===== src/rtl/alu_pkg.sv =====
// Shared opcode and register-index definitions for the register-file ALU executor.
package alu_pkg;

  localparam int OP_W = 4;

  localparam logic [OP_W-1:0] OP_NOP = 4'h0;
  localparam logic [OP_W-1:0] OP_MOV = 4'h1;
  localparam logic [OP_W-1:0] OP_ADD = 4'h2;
  localparam logic [OP_W-1:0] OP_SUB = 4'h3;
  localparam logic [OP_W-1:0] OP_OR  = 4'h4;
  localparam logic [OP_W-1:0] OP_XOR = 4'h5;
  localparam logic [OP_W-1:0] OP_NOT = 4'h6;
  localparam logic [OP_W-1:0] OP_AND = 4'h7;
  localparam logic [OP_W-1:0] OP_SHL = 4'h8;
  localparam logic [OP_W-1:0] OP_SHR = 4'h9;

  localparam int R_AX = 0;
  localparam int R_BX = 1;
  localparam int R_CX = 2;
  localparam int R_DX = 3;

  function automatic logic is_legal_op(input logic [OP_W-1:0] op);
    return op <= OP_SHR;
  endfunction

  // Legal non-NOP opcodes write dst and update flags.
  function automatic logic writes_dst(input logic [OP_W-1:0] op);
    return is_legal_op(op) && (op != OP_NOP);
  endfunction

endpackage


===== src/rtl/alu_core.sv =====
// Combinational ALU: result and carry/borrow/shifted-out bit for one opcode.
module alu_core
  import alu_pkg::*;
#(
  parameter int WIDTH = 4
) (
  input  logic [OP_W-1:0]  op,
  input  logic [WIDTH-1:0] a,
  input  logic [WIDTH-1:0] b,
  output logic [WIDTH-1:0] result,
  output logic             carry
);

  logic [WIDTH:0] sum;
  logic [WIDTH:0] diff;

  assign sum  = {1'b0, a} + {1'b0, b};
  // Bit WIDTH of the extended difference is the borrow (a < b).
  assign diff = {1'b0, a} - {1'b0, b};

  always_comb begin
    result = a;
    carry  = 1'b0;
    case (op)
      OP_MOV: result = b;
      OP_ADD: {carry, result} = sum;
      OP_SUB: {carry, result} = diff;
      OP_OR:  result = a | b;
      OP_XOR: result = a ^ b;
      OP_NOT: result = ~a;
      OP_AND: result = a & b;
      OP_SHL: begin
        result = {a[WIDTH-2:0], 1'b0};
        carry  = a[WIDTH-1];
      end
      OP_SHR: begin
        result = {1'b0, a[WIDTH-1:1]};
        carry  = a[0];
      end
      default: begin
        result = a;
        carry  = 1'b0;
      end
    endcase
  end

endmodule


===== src/rtl/reg_alu_exec.sv =====
// NREGS x WIDTH register file with a 2-stage "dst <= dst OP src" executor.
// Define ALU_FLAGS_EN to add the registered zero/carry flag outputs.
module reg_alu_exec
  import alu_pkg::*;
#(
  parameter  int WIDTH = 4,
  parameter  int NREGS = 4,
  localparam int RA_W  = $clog2(NREGS)
) (
  input  logic             clk,
  input  logic             rst_n,
  input  logic             in_valid,
  output logic             in_ready,
  input  logic [OP_W-1:0]  in_op,
  input  logic [RA_W-1:0]  in_dst,
  input  logic [RA_W-1:0]  in_src,
  input  logic             ext_we,
  input  logic [RA_W-1:0]  ext_addr,
  input  logic [WIDTH-1:0] ext_data,
  input  logic [RA_W-1:0]  rd_addr,
  output logic [WIDTH-1:0] rd_data,
  output logic             done,
  output logic             err
`ifdef ALU_FLAGS_EN
  ,
  output logic             flag_z,
  output logic             flag_c
`endif
);

  localparam int STAGES = 2;

  typedef struct packed {
    logic [OP_W-1:0] op;
    logic [RA_W-1:0] dst;
    logic [RA_W-1:0] src;
  } instr_t;

  logic [NREGS-1:0][WIDTH-1:0] rf;
  logic [STAGES:1]             vld_pipe;
  instr_t                      s2;
  logic                        accept;
  logic [WIDTH-1:0]            alu_res;
  logic                        alu_carry;
  logic                        retire_wr;

  assign in_ready  = ~ext_we;
  assign accept    = in_valid & in_ready;
  assign rd_data   = rf[rd_addr];
  assign retire_wr = vld_pipe[1] & writes_dst(s2.op);
  assign done      = vld_pipe[2];

  alu_core #(.WIDTH(WIDTH)) u_alu (
    .op     (s2.op),
    .a      (rf[s2.dst]),
    .b      (rf[s2.src]),
    .result (alu_res),
    .carry  (alu_carry)
  );

  // vld_pipe[1]: instruction sits in execute; vld_pipe[2]: retired last edge.
  always_ff @(posedge clk or negedge rst_n) begin
    if (!rst_n) begin
      vld_pipe <= '0;
      s2       <= '0;
      err      <= 1'b0;
    end else begin
      vld_pipe <= {vld_pipe[1], accept};
      err      <= vld_pipe[1] & ~is_legal_op(s2.op);
      if (accept) s2 <= '{op: in_op, dst: in_dst, src: in_src};
    end
  end

  // External load is applied last so it overrides a same-edge retire.
  always_ff @(posedge clk or negedge rst_n) begin
    if (!rst_n) begin
      rf <= '0;
    end else begin
      if (retire_wr) rf[s2.dst] <= alu_res;
      if (ext_we)    rf[ext_addr] <= ext_data;
    end
  end

`ifdef ALU_FLAGS_EN
  always_ff @(posedge clk or negedge rst_n) begin
    if (!rst_n) begin
      flag_z <= 1'b0;
      flag_c <= 1'b0;
    end else if (retire_wr) begin
      flag_z <= (alu_res == '0);
      flag_c <= alu_carry;
    end
  end
`else
  logic unused_flags;
  assign unused_flags = alu_carry;
`endif

endmodule


===== config.mk =====
export PLATFORM = sky130hd
export DESIGN_NAME = reg_alu_exec
export DESIGN_NICKNAME = d
export VERILOG_FILES = /design/src/rtl/alu_pkg.sv /design/src/rtl/alu_core.sv /design/src/rtl/reg_alu_exec.sv
export SDC_FILE = /design/constraint.sdc
export NUM_CORES = 1
export LEC_CHECK = 0
export ABC_AREA = 0
export BUFFER_PORTS_ARGS = -buffer_cell sky130_fd_sc_hd__clkbuf_2
export CAP_MARGIN = 10
export CORE_ASPECT_RATIO = 1.2
export CORE_UTILIZATION = 59
export DETAILED_ROUTE_END_ITERATION = 10
export GPL_ROUTABILITY_DRIVEN = 0
export GPL_TIMING_DRIVEN = 0
export HOLD_SLACK_MARGIN = 0.06
export PLACE_DENSITY = 0.88
export SETUP_SLACK_MARGIN = 0.02
export SKIP_CTS_REPAIR_TIMING = 1
export SLEW_MARGIN = 20
export SYNTH_ARGS = -nofsm -noshare
export SYNTH_HDL_FRONTEND = slang
export SYNTH_HIERARCHICAL = 1
export SYNTH_SLANG_ARGS = --single-unit

===== constraint.sdc =====
create_clock -name clk -period 4.5 [get_ports clk]
set_input_delay 0 -clock clk [delete_from_list [all_inputs] [get_ports clk]]
set_output_delay 0 -clock clk [all_outputs]
set_load 0.02 [all_outputs]

==> results.json <==
{
  "rsz0062_at_grt": "false",
  "cts_root_buf": "clkbuf_8",
  "hold_viol_final": 0,
  "wl_per_cell_um": 18.74,
  "ios": 27,
  "hp-class": "input port to flip-flop",
  "coreArea_um2": 3724,
  "numCtsBuffers": 3,
  "dp_hpwl_mm": 4.448,
  "fin_cells": 333,
  "cap_violations": 0,
  "drtIter0Drc": 307,
  "crit_fanout": 9,
  "finalWirelength_mm": 6.242,
  "syn2layout_area_growth_pct": 15.79,
  "start_util_pct": 63.64,
  "overflow": 0,
  "route.met2.wl_mm": 3.152,
  "route.met3.wl_um": 419,
  "clk_latency_ns": 0.28,
  "drt-met1-wl_mm": 2.409,
  "fin_tns_setup_ns": 0,
  "cp_top_family": "simple AND/OR/NAND/NOR gates",
  "vias": 2278,
  "crit_chain": "buf_4 -> mux4_1 -> inv_1 -> ha_1 -> inv_1 -> fa_1 -> nor2b_1 -> o32a_1 -> or3_1 -> o211ai_1 -> or4b_2 -> a31oi_1",
  "crit_type": "flip-flop to flip-flop",
  "cts_buffer_depth": 2,
  "slowest_stage": "mux4_1",
  "grt_max_degree": 28,
  "final_common_cell": "dfrtp_1",
  "ir_drop_mv": 0.2485,
  "grt_usage_pct": 29.85,
  "top_layer_used": "met4",
  "critPathBufInv": 3,
  "layout_common_cells": "dfrtp_1 (27), clkbuf_2 (26), nor2_1 (22), a31oi_1 (17), o31ai_1 (16)",
  "numClockSinks": 27,
  "p_leak_nw": 1.129,
  "dieWidth_um": 59.86,
  "rrSetupSlack_ns": 0.75,
  "worst_pin_slew_ns": 0.6715,
  "grt_pass1_wl_mm": 9.632,
  "path_clk_slew_ns": 0.09,
  "finalSetupViolCount": 0,
  "dieArea_um2": 4275,
  "syn_area_per_cell_um2": 9.957,
  "utilization_pct": 73.69,
  "synthCells": 238,
  "h-tree-depth": 1,
  "portBuffers": 26,
  "max_freq_ghz": 0.2669,
  "ys_warn_count": 6,
  "finalClockSkew_ns": 0.002526,
  "maxSlewViolCount": 0,
  "antenna_found_initial": 0,
  "cp-start-kind": "flip-flop",
  "post_drt_via_cell_ratio": 6.841,
  "ant_nets": 0,
  "die_y_um": 71.43,
  "end_kind": "flip-flop",
  "slew_headroom_pct": 55.23,
  "required_ns": 4.71,
  "outcome": "finished, final reports clean",
  "syn-num-nets": 271,
  "cts_tree": "yes",
  "fin_crit_ns": 3.747,
  "critical_path.max_stage_delay_ns": 0.63,
  "path_common_cell": "inv_1",
  "antenna_cells": 0,
  "nets": 315,
  "final_layout_size_suffix_gt1_share_pct": 22.06,
  "drc": 0,
  "fin_crit_sh_pct": 83.27,
  "netlist_area_um2": 2370,
  "drt-pass1-iter-count": 5,
  "rows": 24,
  "placed_cells": 316,
  "cp_data_arrival_time_ns": 3.96,
  "powerDensity_nw_per_um2": 440.4,
  "grt_pass1_vias": 2063
}
-- worst paths after layout --
| kind | start | to | cells past startpoint |
|---|---|---|---|
| setup / recovery | s2[2] | rf[13] | 12 |
| hold / removal | ext_addr[0] | rf[5] | 3 |
| setup reg to reg | s2[2] | rf[13] | 12 |
| hold reg to reg | vld_pipe[1] | vld_pipe[2] | 0 |
| max in group asynchronous | rst_n | rf[14] | 2 |
| min in group asynchronous | rst_n | s2[3] | 2 |
-- sequential cells by signal (all words and copies together), names as in the netlist --
name,cells
err,1
rf,16
s2,8
vld_pipe,2
-- area by class of cell --
class / count / area [um^2]
plain buffers: 18 / 95.09
clock inverters: 1 / 7.507
well taps: 52 / 65.06
multi-input cells: 179 / 1546
repair buffers: 39 / 260.3
inverters: 14 / 52.55
clock buffers: 3 / 41.29
flip-flops and latches: 27 / 675.6
fillers: 297 / 979.7
-- metal layers --
metal  up-vias  GRT usage (%)
met1      1093          38.36
met3        34          3.249
met2       128          49.38
met5         -              0
met4         0          14.73
li1       1023              -
-- worst min-delay path: cells and delay by family --
family	cells	cell delay, ns
AOI/OAI and AO/OA	1	0.12
buffers and inverters	1	0.10
and+or+nand+nor	1	0.24
-- per-stage QoR --
stage               total power, mW  hold WS, ns  setup slack [ns]  cell area [um^2]
finish                        1.208       0.2120            0.7527              2744
global route                  1.289       0.2530            0.6050              2744
CTS                           1.184      -0.2407            0.7753              2614
detailed placement            1.041      0.06752            0.8045              2565
global placement              1.011      0.05600            0.8249              2565
floorplan                    0.8584      -0.2956             1.069              2370
-- report_power, final --
| part | leakage (nW) | total (mW) | switching (mW) | internal (mW) |
|---|---|---|---|---|
| clock network | 0.0217 | 0.142 | 0.0789 | 0.0631 |
| registers | 0.312 | 0.364 | 0.0686 | 0.296 |
| logic | 0.796 | 0.702 | 0.378 | 0.324 |
Note: power is estimated with default switching activity, not from simulation.
